File: config.mk
export PLATFORM = sky130hd
export DESIGN_NAME = bit_reverse_loader
export DESIGN_NICKNAME = d
export VERILOG_FILES = /design/src/rtl/ntt_pkg.sv /design/src/rtl/ntt_bank_map.sv /design/src/rtl/bit_reverse_loader.sv
export SDC_FILE = /design/constraint.sdc
export NUM_CORES = 1
export LEC_CHECK = 0
export ABC_AREA = 1
export BUFFER_PORTS_ARGS = -buffer_cell sky130_fd_sc_hd__buf_2
export CAP_MARGIN = 20
export CORE_MARGIN = 2
export CORE_UTILIZATION = 35
export DETAILED_ROUTE_END_ITERATION = 8
export PLACE_DENSITY = 0.63
export SYNTH_ARGS = -nofsm -noshare
export SYNTH_HDL_FRONTEND = slang
export SYNTH_SLANG_ARGS = --single-unit
File: constraint.sdc
create_clock -name clk -period 4.48 [get_ports clk]
set_clock_uncertainty 0.1 [all_clocks]
set_input_delay 1.12 -clock clk [delete_from_list [all_inputs] [get_ports clk]]
set_output_delay 1.12 -clock clk [all_outputs]
set_load 0.1 [all_outputs]
File: src/rtl/ntt_pkg.sv
// Shared NTT definitions: default sizes, coefficient type, loader states and
// the bit-reversal helper used by the input loader.
package ntt_pkg;

   localparam int unsigned RING_SIZE = 256;
   localparam int unsigned DATA_W    = 32;
   localparam int unsigned NUM_BANKS = 2;

   typedef logic [DATA_W-1:0] coeff_t;

   typedef enum logic [1:0] {
      IDLE,
      LOAD,
      LAST
   } loader_state_t;

   // Reverse the low 'width' bits of value; bits at and above 'width' come back as zero.
   function automatic logic [31:0] bitrev(input logic [31:0] value, input int unsigned width);
      logic [31:0] r;
      r = '0;
      for (int unsigned i = 0; i < 32; i++) begin
         if (i < width) r[i] = value[width-1-i];
      end
      return r;
   endfunction

endpackage

File: src/rtl/ntt_bank_map.sv
// Splits a coefficient index into a one-hot bank select (upper bits) and a
// bank-local address (lower bits). Purely combinational.
module ntt_bank_map #(
   parameter int unsigned RING_SIZE = 256,
   parameter int unsigned NUM_BANKS = 2,
   localparam int unsigned LOG_N    = $clog2(RING_SIZE),
   localparam int unsigned LOG_B    = $clog2(NUM_BANKS),
   localparam int unsigned BANK_AW  = LOG_N - LOG_B
) (
   input  logic [LOG_N-1:0]     idx,
   output logic [NUM_BANKS-1:0] bank_en,
   output logic [BANK_AW-1:0]   addr
);

   // Low bits address the word inside its bank.
   always_comb begin
      addr = idx[BANK_AW-1:0];
   end

   if (LOG_B == 0) begin : g_single
      // Single bank: every word lands in bank 0.
      always_comb begin
         bank_en = '1;
      end
   end else begin : g_multi
      // Upper bits pick the bank.
      always_comb begin
         bank_en = NUM_BANKS'(1) << idx[LOG_N-1:BANK_AW];
      end
   end

endmodule

File: src/rtl/bit_reverse_loader.sv
// Loads one RING_SIZE-word frame into NUM_BANKS interleaved RAM banks, in
// bit-reversed or natural order, with a one-cycle registered write stage.
module bit_reverse_loader #(
   parameter int unsigned RING_SIZE = ntt_pkg::RING_SIZE,
   parameter int unsigned DATA_W    = ntt_pkg::DATA_W,
   parameter int unsigned NUM_BANKS = ntt_pkg::NUM_BANKS,
   localparam int unsigned LOG_N    = $clog2(RING_SIZE),
   localparam int unsigned LOG_B    = $clog2(NUM_BANKS),
   localparam int unsigned BANK_AW  = LOG_N - LOG_B
) (
   input  logic                 clk,
   input  logic                 reset,
   input  logic                 start,
   input  logic                 mode,
   input  logic                 in_valid,
   output logic                 in_ready,
   input  logic [DATA_W-1:0]    in_data,
   output logic [NUM_BANKS-1:0] wr_en,
   output logic [BANK_AW-1:0]   wr_addr,
   output logic [DATA_W-1:0]    wr_data,
   output logic                 busy,
   output logic                 done
);

   import ntt_pkg::*;

   loader_state_t        state_q, state_d;
   logic [LOG_N-1:0]     count_q, count_d;
   logic                 mode_q, mode_d;
   logic                 fire;
   logic [LOG_N-1:0]     idx;
   logic [NUM_BANKS-1:0] bank_en;
   logic [BANK_AW-1:0]   bank_addr;
   logic [NUM_BANKS-1:0] wr_en_q;
   logic [BANK_AW-1:0]   wr_addr_q;
   logic [DATA_W-1:0]    wr_data_q;

   // Handshake and framing outputs decode directly from the state.
   always_comb begin
      in_ready = (state_q == LOAD);
      busy     = (state_q == LOAD) || (state_q == LAST);
      done     = (state_q == LAST);
      fire     = in_valid && in_ready;
   end

   // Natural order in mode 1, otherwise bit-reversed placement for the DIT forward NTT.
   always_comb begin
      idx = mode_q ? count_q : LOG_N'(bitrev(32'(count_q), LOG_N));
   end

   ntt_bank_map #(
      .RING_SIZE (RING_SIZE),
      .NUM_BANKS (NUM_BANKS)
   ) u_bank_map (
      .idx     (idx),
      .bank_en (bank_en),
      .addr    (bank_addr)
   );

   // Next-state logic: start only honoured in IDLE, final fire moves to LAST.
   always_comb begin
      state_d = state_q;
      count_d = count_q;
      mode_d  = mode_q;
      unique case (state_q)
         IDLE: begin
            if (start) begin
               mode_d  = mode;
               count_d = '0;
               state_d = LOAD;
            end
         end
         LOAD: begin
            if (fire) begin
               count_d = count_q + LOG_N'(1);
               if (count_q == LOG_N'(RING_SIZE - 1)) state_d = LAST;
            end
         end
         LAST: begin
            state_d = IDLE;
         end
         default: begin
            state_d = IDLE;
         end
      endcase
   end

   // Control state registers.
   always_ff @(posedge clk) begin
      if (reset) begin
         state_q <= IDLE;
         count_q <= '0;
         mode_q  <= 1'b0;
      end else begin
         state_q <= state_d;
         count_q <= count_d;
         mode_q  <= mode_d;
      end
   end

   // Write stage: enable pulses only after a fire; address and data hold otherwise.
   always_ff @(posedge clk) begin
      if (reset) begin
         wr_en_q   <= '0;
         wr_addr_q <= '0;
         wr_data_q <= '0;
      end else begin
         wr_en_q <= fire ? bank_en : '0;
         if (fire) begin
            wr_addr_q <= bank_addr;
            wr_data_q <= in_data;
         end
      end
   end

   // Registered write port.
   always_comb begin
      wr_en   = wr_en_q;
      wr_addr = wr_addr_q;
      wr_data = wr_data_q;
   end

endmodule

# Word level (Yosys, flattened, before mapping)
# Cells that the tools add are included.
[totals] ff_bits=52 latch_bits=0 ramBits=0 mem_bits_ro=0 inputBits=37 out_inout_bits=44 word_cells=31 n_memories=0
[classes] addsub=1 n_mul=0 n_div=0 magnitude_cmp=0 eq_ne=6 shift=1 mux=8 bitwise_logic=1 n_reduce_logical=8
[op_table] op="$mux W8" n=3
[op_table] op="$pmux W8 S2" n=1
[op_table] op="$add A8 B1 Y8 const B" n=1
[op_table] op="$eq A8 B8 Y1 const B" n=1
[op_table] op="$mux W2" n=3
[op_table] op="$reduce_and A3 Y1" n=2
[op_table] op="$ne A2 B1 Y1 const B" n=2
[op_table] op="$pmux W2 S2" n=1
[op_table] op="$eq A2 B1 Y1 const B" n=1
[op_table] op="$eq A2 B2 Y1 const B" n=1
[op_table] op="$logic_not A2 Y1" n=1
[op_table] op="$ne A2 B2 Y1 const B" n=1
[op_table] op="$reduce_and A2 Y1" n=1
[op_table] op="$reduce_bool A2 Y1" n=1
[op_table] op="$reduce_or A2 Y1" n=1
[op_table] op="$shl A1 B1 Y2 const A" n=1
[op_table] op="$logic_and A1 B1 Y1" n=1
[op_table] op="$logic_or A1 B1 Y1" n=1
[op_table] op="$not A1 Y1" n=1

# Depth between registers and ports, before layout
# Gate-level depths: netlist of run 1.
[logic_depth] depth_word=4 mapped_depth=10

# Modules after synthesis
# From an unflattened synthesis of run 1, not the netlist that was laid out.
[unflattened] cells_unflattened=292 area_unflattened_um2=2150.8
[modules_own_cells] module="bit_reverse_loader" n_inst=1 cells_per_inst=283 area_per_inst_um2=2087.0
[modules_own_cells] module="ntt_bank_map" n_inst=1 cells_per_inst=9 area_per_inst_um2=63.8

# Least setup slack after synthesis of run 1
# No wires, ideal clock.
[synth_timing] kind="register to output" start="reg state_q[1]" end="out in_ready" t_arrival_ns=1.267 required_ns=3.260 setup_slack_ns=1.993 stages_incl_launch_ff=3 cell_sequence="dfxtp_1 inv_1 ha_1"
[synth_via] elab_chain_len=1
[synth_lines] item="from (decl)" line_no="bit_reverse_loader.sv:27" source="loader_state_t state_q, state_d;"
[synth_lines] item="from (signal assigned)" line_no="bit_reverse_loader.sv:95" source="state_q <= state_d;"
[synth_lines] item="$eq A2 B1 Y1" line_no="bit_reverse_loader.sv:40" source="in_ready = (state_q == LOAD);"
[synth_lines] item="to (decl)" line_no="bit_reverse_loader.sv:16" source="output logic in_ready,"
# Every way passes these cells.

# Final worst setup path of run 1
# Same ends and word-level chain as after synthesis.

==> results.md, run 1 <==
Run status:
- The run finished with clean final reports.

Placement:
- The routability congestion estimate is 0.771.
- Input and output buffers added on the ports amount to 80.
- The sum of net half-perimeters after detailed placement is 3.38 mm.
- The cell total after placement is 418.
- The placement-stage worst setup slack is 1780 ps.

Floorplan:
- Once the floorplan was initialized, standard cells occupied 36.0% of the core.
- The die covers 6650 sq um.
- The die width is 81.5 microns.
- In this run the count of I/O pins placed on the die edge is 81.
- The chip height is 81.5 microns.
- The area of the placeable core is 5850 sq um.
- The number of core rows is 28.

Logic synthesis:
- The synthesized netlist occupies a cell area of 2100 sq um.
- In the synthesized netlist, the number of instances is 275.
- The share of synthesized area in the top cell type comes to 49.5%.
- Synthesis produced a netlist with a net count of 317.
- The largest total area in the synthesized netlist belongs to sky130_fd_sc_hd__dfxtp_1.
- The register bit total from synthesis is 52.
- The sequential cell area fraction in the yosys report is 49.5%.
- Ranked by total cell area, the synthesized netlist is headed by sky130_fd_sc_hd__dfxtp_1 49%, sky130_fd_sc_hd__nor2_1 13%, sky130_fd_sc_hd__o21ai_0 7.4%, sky130_fd_sc_hd__nand2_1 4.8%, sky130_fd_sc_hd__inv_1 3.9%.
- In this run, distinct cell masters in the synthesized netlist total 26.
- For this run, the number of Yosys warnings is 0.
- The average instance area after synthesis is 7.65 sq um.

Worst setup path:
- In this design, the largest share of critical-path delay is due to buffers and inverters.
- The data arrival time at the worst-slack endpoint is 1500 ps.
- The slowest stage of the critical path belongs to the cell sky130_fd_sc_hd__buf_2.
- The element type at the critical path start is a flop.
- The kind of capture point of the worst setup path is a primary output.
- For this run, the slowest stage of the critical path takes 470 ps.
- The worst setup path is of the flop to primary output kind.
- The maximum fanout encountered on the critical timing path is 7.
- The number of buffers and inverters on the critical path is 2.
- The signal on the critical path passes through inv_1, ha_1, buf_2.
- Data on the critical path is required at its endpoint by 3260 ps.

Timing:
- The post-layout worst setup margin is 1760 ps.
- At the pin with the least slew margin, the transition time is 691 ps.
- The number of hold violations in the final report was 0.
- Setup violations remaining at the end of the flow were counted as 0.
- Setup repair after global routing left no endpoint under its margin.
- In the final timing run, aggregate negative setup slack is 0 ps.
- The worst max-slew margin expressed relative to the limit is 53.9%.
- The number of pins exceeding their max-slew limit in the final report is 0.
- The highest achievable clock rate is 0.368 GHz.
- After layout, the minimum clock period comes to 2720 ps.
- The final critical path takes up 60.7% of the cycle.

Layout:
- The number of nets in the layout is 393.
- Leaving out fill and tap cells, the most frequent cell in the layout is sky130_fd_sc_hd__buf_2.
- The number of antenna cells inserted is 0.
- The library cells used most frequently in the layout, excluding fill and tap cells, are 80 x sky130_fd_sc_hd__buf_2, 71 x sky130_fd_sc_hd__nor2_1, 52 x sky130_fd_sc_hd__dfxtp_1.
- For this run, the share of the core covered by cells in the final layout is 45.6%.
- The post-route netlist has 29.0% of its cells at a drive strength greater than 1.
- The count of non-filler cells in the finished layout is 427.
- The post-synthesis to final-layout area growth is 26.7%.

Pwr:
- In this run the static leakage power is 1.28 nW.
- The maximum resistive drop on vdd is 0.558 mV.
- Dividing total power by cell area gives a power density of 738 nW/um^2.

Detailed routing:
- In the routed layout, each cell is associated on average with a via count of 4.65.
- The number of nets still failing antenna checks after routing is 0.
- For this run, design rule violations remaining after detail routing come to 0.
- The sum of routed wire length over all layers is 4.82 mm.
- For this block, the initial DRC count from the detailed router was 142.
- The via count is 1985.
- The per-cell routed wire length is 11.3 microns.
- The first detailed-routing pass took 4 iterations.

CTS:
- The count of instances resized after the clock tree is built is 0.
- Clock-pin slew was measured on the worst setup and hold paths at 100 ps.
- The CTS buffer count is 5.
- The TritonCTS clock tree is done.
- The clock sink count is 52.
- Counting along the longest clock path gives a buffer depth of 2.
- The H-tree generated during clock tree synthesis spans 2 levels.
- The number of buffers inserted by post-CTS setup repair is 0.
- At the later pin of the worst-skew pair, clock insertion delay measures 300 ps.
- The cell at the root of the clock tree is sky130_fd_sc_hd__clkbuf_8.
- The count of hold-fix buffers inserted at cts is 0.

GRT:
- The via count of the first global-routing pass came to 1739.
- Entering global routing, the biggest net connects 44 pins.
- The global routing met2 resource utilization is 24.1%.
- The initial antenna violation count is 0.
- The first global-routing pass estimated 7.53 mm of wire.
- In the global route stage, met3 resource usage came out at 3.96%.
- The global routing usage summed across all routing layers is 14.4%.
- Global routing finished with a remaining overflow of 0.
- In the global route stage, met1 resource usage came out at 18.4%.
- The most used routing layer is met2.

Flow run:
- The tool flagged a number of max-cap violations equal to 0.

Min path:
- The path type of the worst min-delay path is flop to flop.
==> final timing paths <==
path	cells past startpoint	to	from	slack [ps]
max	3	in_ready	state_q[1]$_SDFFE_PP0P_	1760
min	2	wr_data[5]$_SDFFE_PP0P_	wr_data[5]$_SDFFE_PP0P_	390
min reg2reg	2	wr_data[5]$_SDFFE_PP0P_	wr_data[5]$_SDFFE_PP0P_	390
max reg2reg	8	wr_addr[5]$_SDFFE_PP0P_	state_q[1]$_SDFFE_PP0P_	2280
==> synth_stat cells <==
cell	instances
sky130_fd_sc_hd__nand3_1	4
sky130_fd_sc_hd__buf_2	6
sky130_fd_sc_hd__o211ai_1	10
sky130_fd_sc_hd__buf_6	1
sky130_fd_sc_hd__inv_2	3
sky130_fd_sc_hd__nor2_2	2
sky130_fd_sc_hd__a31oi_1	1
sky130_fd_sc_hd__o21ai_0	31
sky130_fd_sc_hd__nor2_1	71
sky130_fd_sc_hd__inv_1	22
sky130_fd_sc_hd__a21oi_2	1
sky130_fd_sc_hd__a31oi_2	1
sky130_fd_sc_hd__nand2_2	2
sky130_fd_sc_hd__o21ai_1	10
sky130_fd_sc_hd__nand2_1	27
sky130_fd_sc_hd__clkbuf_1	6
sky130_fd_sc_hd__a21oi_1	11
sky130_fd_sc_hd__a21boi_1	1
sky130_fd_sc_hd__nand4_1	3
sky130_fd_sc_hd__nor2_4	1
sky130_fd_sc_hd__dfxtp_1	52
sky130_fd_sc_hd__and3_1	1
sky130_fd_sc_hd__nor3_2	1
sky130_fd_sc_hd__o21ai_2	1
sky130_fd_sc_hd__nor3_1	1
sky130_fd_sc_hd__ha_1	5
==> through the flow <==
step | hold slack, ps | instance area, sq um | power, mW
after floorplan | 350 | 2100 | 1.55
after global placement | 358 | 2540 | 1.70
after detailed placement | 370 | 2540 | 1.70
after CTS | 393 | 2640 | 1.98
after global routing | 409 | 2670 | 2.08
final | 389 | 2670 | 1.97
==> worst min-delay path: stages, from the launching register on <==
cell	delay, ps
sky130_fd_sc_hd__dfxtp_1	330
sky130_fd_sc_hd__nor2_1	40
sky130_fd_sc_hd__nor2_1	80
==> power by group <==
group | internal, mW | switching (mW) | leakage [nW]
Combinational | 0.183 | 0.909 | 0.806
Clock | 0.115 | 0.161 | 0.0463
Sequential | 0.550 | 0.0490 | 0.423
Total | 0.848 | 1.12 | 1.28
==> area by class of cell <==
type                            instances  area, sq um
Clock inverter                          3         27.5
Fill cell                             592         3180
Clock buffer                            5         68.8
Timing Repair Buffer                   82          435
Inverter                               25         93.8
Multi-Input combinational cell        185          906
Sequential cell                        52         1040
Tap cell                               75         93.8
==> kinds of logic after synthesis <==
| kind of cell | count (synthesis) | synth area share, % |
|---|---|---|
| compound gates | 67 | 18.0 |
| buf+inv | 38 | 7.49 |
| fa+ha+maj | 5 | 2.97 |
| simple gates | 113 | 22.1 |
| flops | 52 | 49.5 |
==> layer usage <==
layer | routed length (microns) | up-vias | part of all wire, %
met5 | 0 | - | 0
met4 | 38 | 0 | 0.79
met3 | 304 | 4 | 6.3
met2 | 2160 | 53 | 45
met1 | 2310 | 878 | 48
li1 | - | 1050 | -
==> sequential cells by signal, summed over array words and instances (netlist names) <==
name and flops:
wr_addr 7, wr_en 2, wr_data 32, state_q 2, count_q 8, mode_q 1
Power figures use the tool's default switching activity.
==> run 2: changes to the inputs <==
--- a/config.mk
+++ b/config.mk
@@ -11,7 +11,7 @@
 export CORE_MARGIN = 2
 export CORE_UTILIZATION = 35
 export DETAILED_ROUTE_END_ITERATION = 8
-export PLACE_DENSITY = 0.63
+export PLACE_DENSITY = 0.66
 export SYNTH_ARGS = -nofsm -noshare
 export SYNTH_HDL_FRONTEND = slang
 export SYNTH_SLANG_ARGS = --single-unit
==> constraint.sdc (replaced) <==
create_clock -name clk -period 2.5 [get_ports clk]
set_clock_uncertainty 0.1 [all_clocks]
set_input_delay 0.625 -clock clk [delete_from_list [all_inputs] [get_ports clk]]
set_output_delay 0.625 -clock clk [all_outputs]
set_load 0.1 [all_outputs]
==> run 2 against run 1 <==
  * Combinational power rose by 80%
  * Utilization shrank 0.47 points
  * Final cell count is the same
  * Critical endpoint unchanged
  * Total power rose by 77%
  * Clock-buffer cell count unchanged
==> results.md, run 2 (synthesis gave the netlist of run 1 again) <==
Timing:
- The worst path in the final design needs a cycle of 2190 ps, including I/O delays and setup.
- The final-layout worst hold slack is 384 ps (-5.17 ps).
- The slew of the pin with the lowest slew margin is 510 ps (-181 ps).
- Derived from the worst setup path, the maximum achievable clock frequency is 0.456 GHz.
- The post-layout worst setup margin is 309 ps (-1450 ps).
- The worst max-slew margin expressed relative to the limit is 66.3% (+12 points).
- The total negative slack came to 0 ps (unchanged).
- The share of the clock period used by the worst path after layout is 87.6%.
- The number of pins exceeding their max-slew limit in the final report is 0 (unchanged).
- Setup repair after global routing left no endpoint under its margin.
- The final count of negative-setup-slack endpoints is 0 (unchanged).
- The number of hold violations in the final report is 0 (unchanged).

Detailed routing:
- The DRC violations left is 0 (unchanged).
- The per-cell routed wire length is 11.5 microns (+1.6%).
- The DRC violation total after the first TritonRoute iteration is 76 (-46%).
- The sum of routed wire length over all layers is 4.89 mm (+1.6%).
- The via count is 1953 (-1.6%).
- The number of vias per cell is 4.57 (-1.6%).
- The number of iterations in the first detailed-routing pass is 4 (unchanged).
- The number of nets still failing antenna checks after routing is 0 (unchanged).

Pwr:
- The fraction of power consumed by sequential logic came to 30.7% (+0.2 points).
- The share of total power in combinational logic is 56.2% (+0.7 points).
- The power per unit of standard cell area is 1320 nW/um^2 (+79%).
- The internal power component came to 1.50 mW (+77%).
- The switching power as a share of total power came to 56.8% (about the same).
- The power spent charging and discharging nets is 1.98 mW (+77%).
- The maximum resistive drop on vdd was 0.882 mV (+58%).
- The standby leakage power is 1.27 nW (-0.69%).
- The clock power share came to 13.1% (-0.9 points).

Floorplan:
- The chip height was 81.5 microns (unchanged).
- The top-level I/O count is 81 (unchanged).
- The number of core rows was 28 (unchanged).
- The full die area is 6650 sq um (unchanged).
- The starting density of the core is 36.0% (unchanged).
- The die width is 81.5 microns (unchanged).
- The area of the placeable core was 5850 sq um (unchanged).

Worst setup path:
- The maximum fanout encountered on the critical timing path is 7 (unchanged).
- The element type at the critical path start is a flop.
- The critical path in this run is classified as flop to primary output.
- The worst setup path is captured at a primary output.
- The launching instance or port of the critical path is state_q[1]$_SDFFE_PP0P_.
- The reg-to-reg critical path endpoint is wr_data[6]$_SDFFE_PP0P_.
- The required time reported for the critical path endpoint is 1770 ps (-1490 ps).
- The slack of the worst reg-to-reg path is 680 ps (-1600 ps).
- The worst register-to-register path begins at state_q[1]$_SDFFE_PP0P_.
- The data arrival time at the worst-slack endpoint came to 1470 ps (-30 ps).
- The depth of the worst register-to-register path is 7 (-1).

Placement:
- The sum of net half-perimeters after detailed placement was 3.43 mm (+1.4%).
- The cell total after placement is 420 (+0.48%).
- The count of port buffers added during placement was 80 (unchanged).
- The placement-stage worst setup slack is 628 ps (-1150 ps).
- The routability congestion estimate is 0.775 (+0.57%).

Layout:
- The number of flip-flops in the largest register is 32 (unchanged).
- Compared with the post-synthesis result, the final layout area differs by 25.4%.
- The number of antenna cells inserted was 0 (unchanged).
- The count of non-filler cells in the finished layout is 427 (unchanged).
- The number of nets in the layout came to 394 (+0.25%).
- The fraction of layout instances using a drive strength above 1 is 29.0% (unchanged).
- The library cells used most frequently in the layout, excluding fill and tap cells, are 80 x sky130_fd_sc_hd__buf_2, 71 x sky130_fd_sc_hd__nor2_1, 52 x sky130_fd_sc_hd__dfxtp_1.
- The library cell used most frequently in the layout, excluding fill and tap cells, is sky130_fd_sc_hd__buf_2.
- The utilization of the core after routing came to 45.1% (-0.47 points).

GRT:
- The global routing usage on met3 came to 4.18% (+0.22 points).
- The via count of the first global-routing pass is 1720 (-1.1%).
- met2 is the most crowded layer.
- The total overflow reported by the global router is 0 (unchanged).
- The initial antenna violation count was 0 (unchanged).
- The maximum number of pins on one net before global-route repair is 42 (-4.5%).
- The global routing met2 resource utilization is 24.1% (unchanged).
- The global-route track usage on met1 is 18.9% (+0.47 points).
- The global-route wire length before repair is 7.70 mm (+2.2%).
- The global routing usage summed across all routing layers is 14.8% (+0.35 points).

Min path:
- The path type of the worst min-delay path is flop to flop.
- The worst hold path terminates at wr_data[29]$_SDFFE_PP0P_.
- The worst hold path depth is 2 (unchanged).
- The startpoint identified for the worst hold timing path is wr_data[29]$_SDFFE_PP0P_.

Flow run:
- The max-capacitance violation count was 0 (unchanged).

CTS:
- The clock sink count was 52 (unchanged).
- The clock tree buffer depth came to 2 (unchanged).
- The clock-pin slew on the worst setup and hold paths came to 90 ps (about the same).
- The count of instances resized after the clock tree is built came to 0 (unchanged).
- The insertion delay to the later sink of the worst-skew pair is 300 ps (about the same).
- The H-tree depth is 2 (unchanged).
- The number of buffers inserted by post-CTS setup repair is 0 (unchanged).
- The count of hold-fix buffers inserted at cts is 0 (unchanged).
- TritonCTS built the clock tree.
- The CTS buffer count came to 5 (unchanged).
- CTS placed an instance of sky130_fd_sc_hd__clkbuf_8 at the clock tree root.

Run status:
- The run finished with clean final reports.
## run 2: layer usage
metal  vias to the layer above  routed length, microns
met5                         -                       0
met4                         0                      52
met3                         5                     381
met2                        55                    2140
met1                       853                    2320
li1                       1040                       -
## run 2: power groups by stage
stage / Combinational, mW / Sequential [mW] / Clock [mW]
2_1_floorplan: 0.736 / 2.05 / 0
3_3_place_gp: 1.96 / 1.08 / 0
3_5_place_dp: 1.97 / 1.09 / 0
4_1_cts: 1.97 / 1.07 / 0.481
5_1_grt: 2.09 / 1.09 / 0.512
6_report: 1.96 / 1.07 / 0.456
## run 2: final cells by class
type | instances | area (sq um)
fillers | 621 | 3210
flip-flops and latches | 52 | 1040
multi-input cells | 185 | 906
repair buffers | 83 | 423
inverters | 25 | 93.8
well taps | 75 | 93.8
clock buffers | 5 | 68.8
clock inverters | 2 | 12.5
## run 2: worst max path at each step
stage                              end  slack [ps]
3_3_place_gp                  in_ready         660
5_1_grt                       in_ready         240
6_report                      in_ready         310
2_1_floorplan  wr_data[0]$_SDFFE_PP0P_         220
4_1_cts                       in_ready         280
3_5_place_dp                  in_ready         630
## run 2: stage by stage
stage                     cell area, sq um  total power, mW
after floorplan                       2100             2.78
after global placement                2560             3.04
after detailed placement              2560             3.06
after CTS                             2640             3.52
after global routing                  2640             3.69
final                                 2640             3.48
## run 2: worst max-delay path, cell delays in order, from the launching register on
cell and delay (ps):
sky130_fd_sc_hd__dfxtp_1 330, sky130_fd_sc_hd__inv_1 110, sky130_fd_sc_hd__ha_1 270, sky130_fd_sc_hd__buf_2 460
